[src/rtl/csa64_op_sequencer.sv]
// ---------------------------------------------------------------------------
// csa64_op_sequencer
//
// Operand-issue and result-capture stage wrapped around a 64-bit conditional
// sum adder. A request is accepted on an in_valid/in_ready handshake. Its
// operands are registered and held stable on ope1/ope2/add_sub/Cin. start is
// raised until the adder signals complete. Sum, carry-out, signed overflow
// and zero are then captured and presented on an out_valid/out_ready
// handshake. An adder that never completes is aborted after TIMEOUT cycles
// in WAIT, and the result is reported with out_err set and zeroed data.
//
// Operation sequence:
//   IDLE --accept--> LAUNCH --1 cycle--> WAIT --complete|timeout--> DONE
//   DONE --out_ready--> IDLE
//
// Control outputs in_ready, start and out_valid are registered from the
// next state. This keeps them glitch-free towards the adder and the
// consumer. They still reach their reset values asynchronously.
// ---------------------------------------------------------------------------
module csa64_op_sequencer #(
    parameter int WIDTH   = 64,  // operand/sum width, must match the adder
    parameter int TIMEOUT = 32   // max cycles spent in WAIT, legal 2..255
) (
    input  logic             clock,
    input  logic             reset,

    // request side
    input  logic             in_valid,
    output logic             in_ready,
    input  logic [WIDTH-1:0] in_a,
    input  logic [WIDTH-1:0] in_b,
    input  logic             in_sub,
    input  logic             in_cin,

    // adder side
    output logic [WIDTH-1:0] ope1,
    output logic [WIDTH-1:0] ope2,
    output logic             add_sub,
    output logic             Cin,
    output logic             start,
    input  logic [WIDTH-1:0] sum,
    input  logic             cout,
    input  logic             complete,

    // result side
    output logic             out_valid,
    input  logic             out_ready,
    output logic [WIDTH-1:0] out_sum,
    output logic             out_cout,
    output logic             out_ovf,
    output logic             out_zero,
    output logic             out_err
);

    // -----------------------------------------------------------------------
    // State encoding and constants
    // -----------------------------------------------------------------------
    localparam logic [1:0] S_IDLE   = 2'd0;
    localparam logic [1:0] S_LAUNCH = 2'd1;
    localparam logic [1:0] S_WAIT   = 2'd2;
    localparam logic [1:0] S_DONE   = 2'd3;

    // The timer counts WAIT cycles starting from 0. The last cycle that is
    // still allowed to see complete is the one where timer == TIMEOUT-1.
    localparam logic [7:0] TIMER_LAST = 8'(TIMEOUT - 1);

    logic [1:0] state;
    logic [1:0] next_state;
    logic [7:0] timer;

    logic       accept;       // request handshake fires this cycle
    logic       release_res;  // result handshake fires this cycle
    logic       capture;      // adder result is sampled this cycle
    logic       expire;       // WAIT budget is exhausted without complete

    // The sign bits of the operands used for overflow are the MSBs of the
    // held operand registers. Those registers only change on accept, so they
    // are always the signs of the operation in flight.
    logic       a_sign;
    logic       b_sign;
    logic       s_sign;
    logic       ovf_now;

    assign accept      = (state == S_IDLE) && in_valid;
    assign release_res = (state == S_DONE) && out_ready;
    // complete has priority over the timeout when both occur in one cycle.
    assign capture     = (state == S_WAIT) && complete;
    assign expire      = (state == S_WAIT) && !complete && (timer == TIMER_LAST);

    assign a_sign = ope1[WIDTH-1];
    assign b_sign = ope2[WIDTH-1];
    assign s_sign = sum[WIDTH-1];

    // Overflow: an add overflows when two same-sign operands give a result
    // of the other sign. A subtract overflows when two operands of opposite
    // sign give a result whose sign differs from A.
    assign ovf_now = add_sub ? ((a_sign != b_sign) && (s_sign != a_sign))
                             : ((a_sign == b_sign) && (s_sign != a_sign));

    // Next-state decode for the operation sequence
    always_comb begin
        // NOTE: every signal assigned in always_comb gets a default first,
        // so no path can leave it unassigned and infer a latch.
        next_state = state;
        case (state)
            S_IDLE:   if (in_valid)             next_state = S_LAUNCH;
            S_LAUNCH:                           next_state = S_WAIT;
            S_WAIT:   if (capture || expire)    next_state = S_DONE;
            S_DONE:   if (out_ready)            next_state = S_IDLE;
            default:                            next_state = S_IDLE;
        endcase
    end

    // State register together with the registered handshake and start outputs
    always_ff @(posedge clock or posedge reset) begin
        if (reset) begin
            state     <= S_IDLE;
            in_ready  <= 1'b1;
            start     <= 1'b0;
            out_valid <= 1'b0;
        end else begin
            // NOTE: sequential state uses non-blocking assignments, so every
            // register samples values from before this edge.
            state     <= next_state;
            in_ready  <= (next_state == S_IDLE);
            start     <= (next_state == S_LAUNCH) || (next_state == S_WAIT);
            out_valid <= (next_state == S_DONE);
        end
    end

    // Operand registers: loaded only on accept, then held for the adder
    always_ff @(posedge clock or posedge reset) begin
        if (reset) begin
            ope1    <= '0;
            ope2    <= '0;
            add_sub <= 1'b0;
            Cin     <= 1'b0;
        end else if (accept) begin
            ope1    <= in_a;
            ope2    <= in_b;
            add_sub <= in_sub;
            // A subtract gets its +1 inside the adder, so the carry-in is
            // forced to 0 and in_cin is ignored.
            Cin     <= in_sub ? 1'b0 : in_cin;
        end
    end

    // WAIT-cycle timer: cleared in LAUNCH, incremented each cycle in WAIT
    always_ff @(posedge clock or posedge reset) begin
        if (reset) begin
            timer <= '0;
        end else if (state == S_LAUNCH) begin
            timer <= '0;
        end else if (state == S_WAIT) begin
            timer <= timer + 8'd1;
        end
    end

    // Result capture on complete, zeroed abort on timeout, error clear on release
    always_ff @(posedge clock or posedge reset) begin
        if (reset) begin
            out_sum  <= '0;
            out_cout <= 1'b0;
            out_ovf  <= 1'b0;
            out_zero <= 1'b0;
            out_err  <= 1'b0;
        end else if (capture) begin
            out_sum  <= sum;
            out_cout <= cout;
            out_ovf  <= ovf_now;
            out_zero <= (sum == '0);
            out_err  <= 1'b0;
        end else if (expire) begin
            out_sum  <= '0;
            out_cout <= 1'b0;
            out_ovf  <= 1'b0;
            out_zero <= 1'b0;
            out_err  <= 1'b1;
        end else if (release_res) begin
            out_err  <= 1'b0;
        end
    end

endmodule

[config.mk]
export PLATFORM = sky130hd
export DESIGN_NAME = csa64_op_sequencer
export DESIGN_NICKNAME = d
export VERILOG_FILES = /design/src/rtl/csa64_op_sequencer.sv
export SDC_FILE = /design/constraint.sdc
export NUM_CORES = 1
export LEC_CHECK = 0
export ABC_CLOCK_PERIOD_IN_PS = 10550
export CAP_MARGIN = 15
export CORE_AREA = 5 5 151 153
export CTS_CLUSTER_SIZE = 25
export DETAILED_ROUTE_END_ITERATION = 7
export DIE_AREA = 0 0 156 158
export GPL_TIMING_DRIVEN = 0
export PLACE_DENSITY_LB_ADDON = 0.15
export RECOVER_POWER = 25
export SETUP_SLACK_MARGIN = 0.15
export SYNTH_ARGS = -nofsm -noshare
export SYNTH_HDL_FRONTEND = slang
export SYNTH_SLANG_ARGS = --single-unit
[constraint.sdc]
create_clock -name clock -period 10.55 [get_ports clock]
set_input_delay 2.6375 -clock clock [delete_from_list [all_inputs] [get_ports clock]]
set_output_delay 2.6375 -clock clock [all_outputs]
set_load 0.1 [all_outputs]
; Yosys cells after proc, flatten, opt, wreduce, memory -nomap -nowiden
; Index checks and enable logic that the tools add are counted.
[word_totals]
reg_bits = 211
latchBits = 0
ram_bits = 0
rom_bits = 0
input_bits = 200
out_inout_bits = 201
mem_count = 0
[op_classes]
n_addsub = 1
n_mul = 0
div = 0
magnitude_cmp = 0
eq_ne = 10
n_shift = 0
n_mux = 17
n_bitwise = 0
reduce_logical = 16
[ops]
columns = cell, count
row1 = 2-to-1 mux 64 bit, 2
row2 = zero test 64 bit, 1
row3 = 2-to-1 mux 8 bit, 2
row4 = 2-to-1 mux 1 bit, 9
row5 = adder 8 x 1 -> 8 bit (second input constant), 1
row6 = equality test 2 bit (second input constant), 4
row7 = equality test 8 x 5 -> 1 bit (second input constant), 1
row8 = case mux 2 bit (4 select lines), 1
row9 = logical AND 1 bit, 7
row10 = 2-to-1 mux 2 bit, 3
row11 = equality test 2 x 1 -> 1 bit (second input constant), 2
row12 = zero test 2 bit, 2
row13 = nonzero test 2 bit, 2
row14 = nonzero test 3 bit, 1
row15 = logical OR 1 bit, 2
row16 = inequality test 1 bit, 2
row17 = equality test 1 bit, 1
row18 = zero test 1 bit, 1

; Depth between registers and ports, before layout
; Gate-level depths: netlist (run 1).
[depth]
word_depth = 8
depth_mapped = 7
mapped_depth_nobuf = 6

; Worst setup path after synthesis (run 1)
; OpenSTA, ideal clock, no wires.
[synth_timing]
path_type = input to register
from = input in_valid
to = register ope1[0]
arrival_time_ps = 3560
required_time_ps = 10424
setup_slack_ps = 6865
cell_stages = 4
path_cell_list = nand2_1 > clkbuf_1 > buf_2 > mux2_2
[synth_between]
elab_chain_len = 1
[synth_lines]
columns = element, line
row1 = start: declaration, 28  ; input logic in_valid,
row2 = logical AND 1 bit, 84  ; assign accept = (state == S_IDLE) && in_valid;
row3 = end signal: assignment, 139  ; ope1 <= in_a;
row4 = end: declaration, 36  ; output logic [WIDTH-1:0] ope1,
; No other way between the ends.
; A chain may end at the register's enable or synchronous reset.

==> results of run 1 <==
==> per-layer routing <==
metal	vias to the layer above	wire [microns]
met2	261	12900
met5	-	0
met4	0	619
li1	2823	-
met1	2985	9770
met3	39	2500
==> flip-flops by register name, indices dropped and copies added (netlist names) <==
register   cells
ope1          64
ope2          64
out_sum       64
timer          8
state          2
Cin            1
add_sub        1
in_ready       1
out_cout       1
out_err        1
out_ovf        1
out_valid      1
out_zero       1
start          1
==> cell families after synthesis <==
| group | count (synthesis) |
|---|---|
| AOI/OAI and AO/OA | 92 |
| xor gates and xnor gates | 1 |
| adders and majority gates | 8 |
| buffers and inverters | 35 |
| DFF | 211 |
| muxes | 130 |
| and+or+nand+nor | 54 |
==> area by class of cell <==
type / instances / area [sq um]
plain buffers: 29 / 133
fillers: 1733 / 8180
clock buffers: 37 / 761
well taps: 280 / 350
repair buffers: 401 / 4030
multi-input cells: 285 / 2630
clock inverters: 5 / 31.3
flip-flops and latches: 211 / 5280
inverters: 6 / 23.8
==> worst paths after layout <==
kind	to	cells after the start	start	slack (ns)
worst max register to register	start	7	timer[0]	7.70
worst min register to register	Cin	2	Cin	0.49
max in group clock	in_ready	1	in_ready	5.78
worst min-delay path	Cin	2	Cin	0.49
min in group asynchronous	ope1[4]	2	reset	3.81
worst max-delay path	ope1[21]	2	reset	4.83
==> through the flow <==
stage                     instances  area [sq um]  hold slack [ns]
after floorplan                 531          8120            0.490
after global placement         1211         12500            0.465
after detailed placement       1212         12500            0.475
after CTS                      1254         13300            0.493
after global routing           1254         13200            0.508
final                          1254         13200            0.488
==> cell usage in the layout, fill, tap and decap left out, drive strengths merged, types with 2 or more instances in the layout <==
cell type	instances
nand2b	2
clkinvlp	2
nor4	17
ha	8
clkbuf	50
o21ai	14
a22o	68
buf	17
dlygate4sd3	3
and4	2
clkdlybuf4s50	397
nor2	5
nand2	12
nand3	4
clkinv	3
o2bb2ai	2
a21oi	2
a32oi	2
nand4	4
inv	6
mux2	129
dfrtp	210
nor2b	2
==> results.txt, run 1 <==
----------------------------------------------------
[Logic synthesis]
  Distinct cells, synth ... 37
  Largest family of logic cells by synthesized area ... multiplexers
  Leading post-synthesis cells by cell area ... dfrtp_1 (65%), mux2_2 (18%), a22o_1 (7.3%)
  Share of the yosys chip area belonging to registers ... 65.0%
  Post-Synthesis Cells ... 531
  Total of flip-flops plus latches after synthesis ... 211
  Number of synthesized flops with an enable pin ... 0
  Complex-gate fraction of the synthesized area ... 9.26%
  Simple logic cell fraction of the synthesized area ... 3.90%
  Post-synthesis async set-or-reset flop share ... 100%
  Proportion of synthesized area in mux cells ... 18.0%
  Net count of the mapped netlist ... 739
  Adder-cell share of the synthesized area ... 1.23%
  Xor and xnor area share after synthesis ... 0.108%
  Average cell area after synthesis ... 15.3 sq um
  Synth warnings ... 0
  Dominant cell by count in the synthesized netlist ... dfrtp_1
  Leading cell types by count after synthesis ... dfrtp_1 (210), mux2_2 (129), a22o_1 (68)
  Most used flip-flop cell after synthesis ... dfrtp_1
  Cell area after synthesis ... 8120 sq um
  Portion of synthesized cell area occupied by the leading cell type ... 64.7%
  Library cell with the largest summed area after synthesis ... dfrtp_1

[Clock network]
  Clk Tree Root Cell ... clkbuf_16
  CTS tree ... yes
  Post-CTS repair timing setup buffer count ... 0
  Post-cts gate resize count ... 0
  Total of hold buffers inserted after clock tree synthesis ... 0
  Clk_lat worst skew ... 0.51 ns
  TritonCTS sink count ... 211
  CTS Buf Count ... 24
  Max Buffers Root-to-Sink ... 3
  Clk slew on worst S/H paths ... 0.06 ns
  CTS H-Tree Depth ... 1

[Drt]
  Number of detailed-route iterations in the first pass ... 4
  Number of vias in the routed layout ... 6,108
  Number of DRC markers in iteration 0 ... 258
  Antenna-violating nets left ... 0
  WL per Instance ... 20.6 microns
  DR vias/cell ... 4.87
  Number of design rule violations left after detail routing ... 0
  Routed WL ... 25,800 microns

[STA]
  Worst slew margin relative to its limit ... -177%
  Final TNS setup ... 0 ns
  Final Hold Violating Endpoints ... 0
  Final number of max-transition violations ... 92
  Final setup violation count ... 0
  Time the final worst path needs with I/O delays and setup ... 5.72 ns
  Post-route clock skew ... 0.0146 ns
  Fraction of the cycle the final worst path needs ... 54.2%
  Slew of the pin with the lowest slew margin ... 4.13 ns
  Worst-case setup margin in the final layout ... 4.83 ns
  Setup repair after global routing missed its margin ... no
  Max Clock Freq ... 0.175 GHz

[Global routing]
  Fraction of met3 tracks used by global routing ... 6.81%
  Overall routing resource usage ... 20.0%
  Global routing met1 resource utilization ... 23.9%
  Number of global-route vias before repair ... 6,648
  Global-route wire length before repair ... 38,700 microns
  Global Route met2 Usage ... 34.6%
  Maximum number of pins on one net before global-route repair ... 121
  Total grt overflow ... 0
  Number of antenna violations at the first check in global routing ... 0
  Layer with the highest usage after global routing ... met2

[Layout]
  Number of antenna cells inserted ... 0
  Layout cells sized above 1 ... 19.0%
  Final Util ... 61.8%
  Area growth syn-to-layout ... 63.0%
  Post-layout net count ... 1,166

[Status]
  Run status ... finished with violations
  Violated checks ... capacitance limit, slew limit

[Critical path]
  WS Path Type ... input port to asynchronous set/reset pin
  Largest stage delay, worst path ... 2.28 ns
  Startpoint Class ... input port
  Critical path required time ... 10.43 ns
  Buffers and inverters on the worst path ... 2
  Max stage delay cell, worst path ... clkinvlp_2
  Largest fanout on the critical path ... 92
  Crit path capture type ... asynchronous set/reset pin
  Crit path max-delay family ... buffers and inverters
  Arrival time worst endpoint ... 5.59 ns
  Critical-path cell list ... dlygate4sd3_1, clkinvlp_2

[Floorplanning]
  Starting Density ... 37.9%
  Std cell rows ... 54
  Area of the core ... 21,400 sq um
  Height of the die ... 158 microns
  Chip width ... 156 microns
  Count of pins on the block boundary ... 401
  Die Area ... 24,600 sq um

[Place]
  Placed wire-length estimate ... 19,700 microns
  Last weighted congestion value of the routability-driven placer ... 0.828
  Post-Place Setup Slack ... 5.78 ns
  Count of input and output buffers ... 400

[Job]
  Max-cap violation count ... 1

[Hold path]
  Path class of the lowest-slack min-delay path ... register to register

----------------------------------------------------
Power of run 1 is not shown: default switching activity piles up to over one toggle a cycle in this logic, so the estimate is an artifact.
==> run 2: changes to the inputs <==
--- a/config.mk
+++ b/config.mk
@@ -5,12 +5,12 @@
 export SDC_FILE = /design/constraint.sdc
 export NUM_CORES = 1
 export LEC_CHECK = 0
-export ABC_CLOCK_PERIOD_IN_PS = 10550
+export ABC_CLOCK_PERIOD_IN_PS = 5000
 export CAP_MARGIN = 15
-export CORE_AREA = 5 5 151 153
+export CORE_MARGIN = 5
+export CORE_UTILIZATION = 37
 export CTS_CLUSTER_SIZE = 25
 export DETAILED_ROUTE_END_ITERATION = 7
-export DIE_AREA = 0 0 156 158
 export GPL_TIMING_DRIVEN = 0
 export PLACE_DENSITY_LB_ADDON = 0.15
 export RECOVER_POWER = 25
==> constraint.sdc (replaced) <==
create_clock -name clock -period 5 [get_ports clock]
set_input_delay 1.25 -clock clock [delete_from_list [all_inputs] [get_ports clock]]
set_output_delay 1.25 -clock clock [all_outputs]
set_load 0.1 [all_outputs]
==> run 2 against run 1 <==
Final cell count up 0.80%; sequential share of layout area shrank 0.23 points; worst setup slack got worse by 3.2 ns; global-route usage about the same; routed wire length up 1.2%; via count rose by 1.5%; die area is 1.5% higher; sequential cell count unchanged; final area grew 0.58%; clock skew down 0.0079 ns; core utilization down 0.42 points; the run still ends with capacitance limit, slew limit left; first-iteration DRC count shrank 26%.
==> results.txt, run 2 (synthesis results as in run 1) <==
----------------------------------------------------
[Status]
  Run status ... finished with violations
  Violated checks ... capacitance limit, slew limit

[Drt]
  Antenna-violating nets left ... 0
  Number of design rule violations left after detail routing ... 0
  WL per Instance ... 20.7 microns
  DR vias/cell ... 4.90
  Number of DRC markers in iteration 0 ... 190
  Routed WL ... 26,100 microns
  Number of detailed-route iterations in the first pass ... 4
  Number of vias in the routed layout ... 6,198

[Layout]
  Post-layout net count ... 1,170
  Layout filler cell count ... 1,731
  Layout cells sized above 1 ... 19.0%
  Area of the multi-input gates ... 2630 sq um
  Most used cells in the layout excluding fill and tap cells ... clkdlybuf4s50_1 (397), dfrtp_1 (210), mux2_2 (129)
  Final instance area ... 13,300 sq um
  Area growth syn-to-layout ... 63.9%
  Final Util ... 61.4%
  Largest registers ... ope1 (64), ope2 (64), out_sum (64)
  Most common cell after layout, fill and taps aside ... clkdlybuf4s50_1
  Sequential cell area ... 5280 sq um

[Place]
  Count of input and output buffers ... 400
  Last weighted congestion value of the routability-driven placer ... 0.815
  Post-detailed-placement cell area ... 12,600 sq um
  Placed wire-length estimate ... 20,300 microns
  Post-Place Setup Slack ... 1.62 ns

[Clock network]
  TritonCTS sink count ... 211
  Max Buffers Root-to-Sink ... 3
  CTS Buf Count ... 24
  CTS tree ... yes
  Post-CTS repair timing setup buffer count ... 0
  Total of hold buffers inserted after clock tree synthesis ... 0
  Clk_lat worst skew ... 0.51 ns
  Clk slew on worst S/H paths ... 0.06 ns
  Post-cts gate resize count ... 0
  Clk Tree Root Cell ... clkbuf_16
  CTS H-Tree Depth ... 1

[STA]
  Final Hold Violating Endpoints ... 0
  Final number of max-transition violations ... 32
  Final setup violation count ... 0
  Worst-case setup margin in the final layout ... 1.61 ns
  Worst slew margin relative to its limit ... -1.95%
  Fraction of the cycle the final worst path needs ... 67.8%
  Slew of the pin with the lowest slew margin ... 1.52 ns
  Post-route clock skew ... 0.00671 ns
  Final TNS setup ... 0 ns
  Setup repair after global routing missed its margin ... no
  Time the final worst path needs with I/O delays and setup ... 3.39 ns
  Max Clock Freq ... 0.295 GHz

[Critical path]
  Largest fanout on the critical path ... 1
  WS Path Type ... register to primary output
  Crit path capture type ... primary output
  Buffers and inverters on the worst path ... 1
  Critical path required time ... 3.75 ns
  Largest stage delay, worst path ... 1.13 ns
  Arrival time worst endpoint ... 2.14 ns
  Startpoint Class ... register
  Max stage delay cell, worst path ... clkdlybuf4s50_1
  Critical-path cell list ... clkdlybuf4s50_1
  Crit path max-delay family ... buffers and inverters

[Global routing]
  Maximum number of pins on one net before global-route repair ... 41
  Number of global-route vias before repair ... 6,655
  Overall routing resource usage ... 20.0%
  Global-route wire length before repair ... 38,600 microns
  Total grt overflow ... 0
  Number of antenna violations at the first check in global routing ... 0

[Floorplanning]
  Std cell rows ... 54
  Starting Density ... 37.5%
  Die Area ... 25,000 sq um
  Area of the core ... 21,700 sq um
  Count of pins on the block boundary ... 401
  Height of the die ... 158 microns
  Chip width ... 158 microns

[Hold path]
  Path class of the lowest-slack min-delay path ... register to register

[Job]
  Max-cap violation count ... 1

----------------------------------------------------
==> run 2: final timing paths <==
kind | startpoint | end | slack (ns) | depth (start not counted)
max | in_ready | in_ready | 1.61 | 1
min | Cin | Cin | 0.49 | 2
max reg2reg | timer[0] | start | 1.96 | 7
min reg2reg | Cin | Cin | 0.49 | 2
max in group asynchronous | reset | in_ready | 2.28 | 4
min in group asynchronous | reset | ope1[0] | 1.56 | 2
==> run 2: area by class of cell <==
type	instances	share of cell area [%]
antenna	4	0.0752
buffer	29	1.06
clock buffer	40	5.50
clock inverter	4	0.338
inverter	6	0.179
multi-input combinational	285	19.7
sequential	211	39.7
tap	280	2.63
timing repair buffer	405	30.8
==> run 2: per-layer routing <==
| layer | part of all wire [%] | GRT usage, % | vias up | routed length [microns] |
|---|---|---|---|---|
| met3 | 9.6 | 6.78 | 41 | 2510 |
| li1 | - | - | 2838 | - |
| met4 | 3.0 | 6.70 | 0 | 773 |
| met1 | 38 | 24.1 | 3055 | 9870 |
| met5 | 0 | 0 | - | 0 |
| met2 | 50 | 33.5 | 264 | 13000 |
==> run 2: stage by stage <==
stage | hold slack [ns] | std cells
after global placement | 0.465 | 1211
after detailed placement | 0.473 | 1216
after CTS | 0.497 | 1260
final | 0.485 | 1264
after global routing | 0.506 | 1260
after floorplan | 0.490 | 531
Power of run 2 is left out for the same reason.
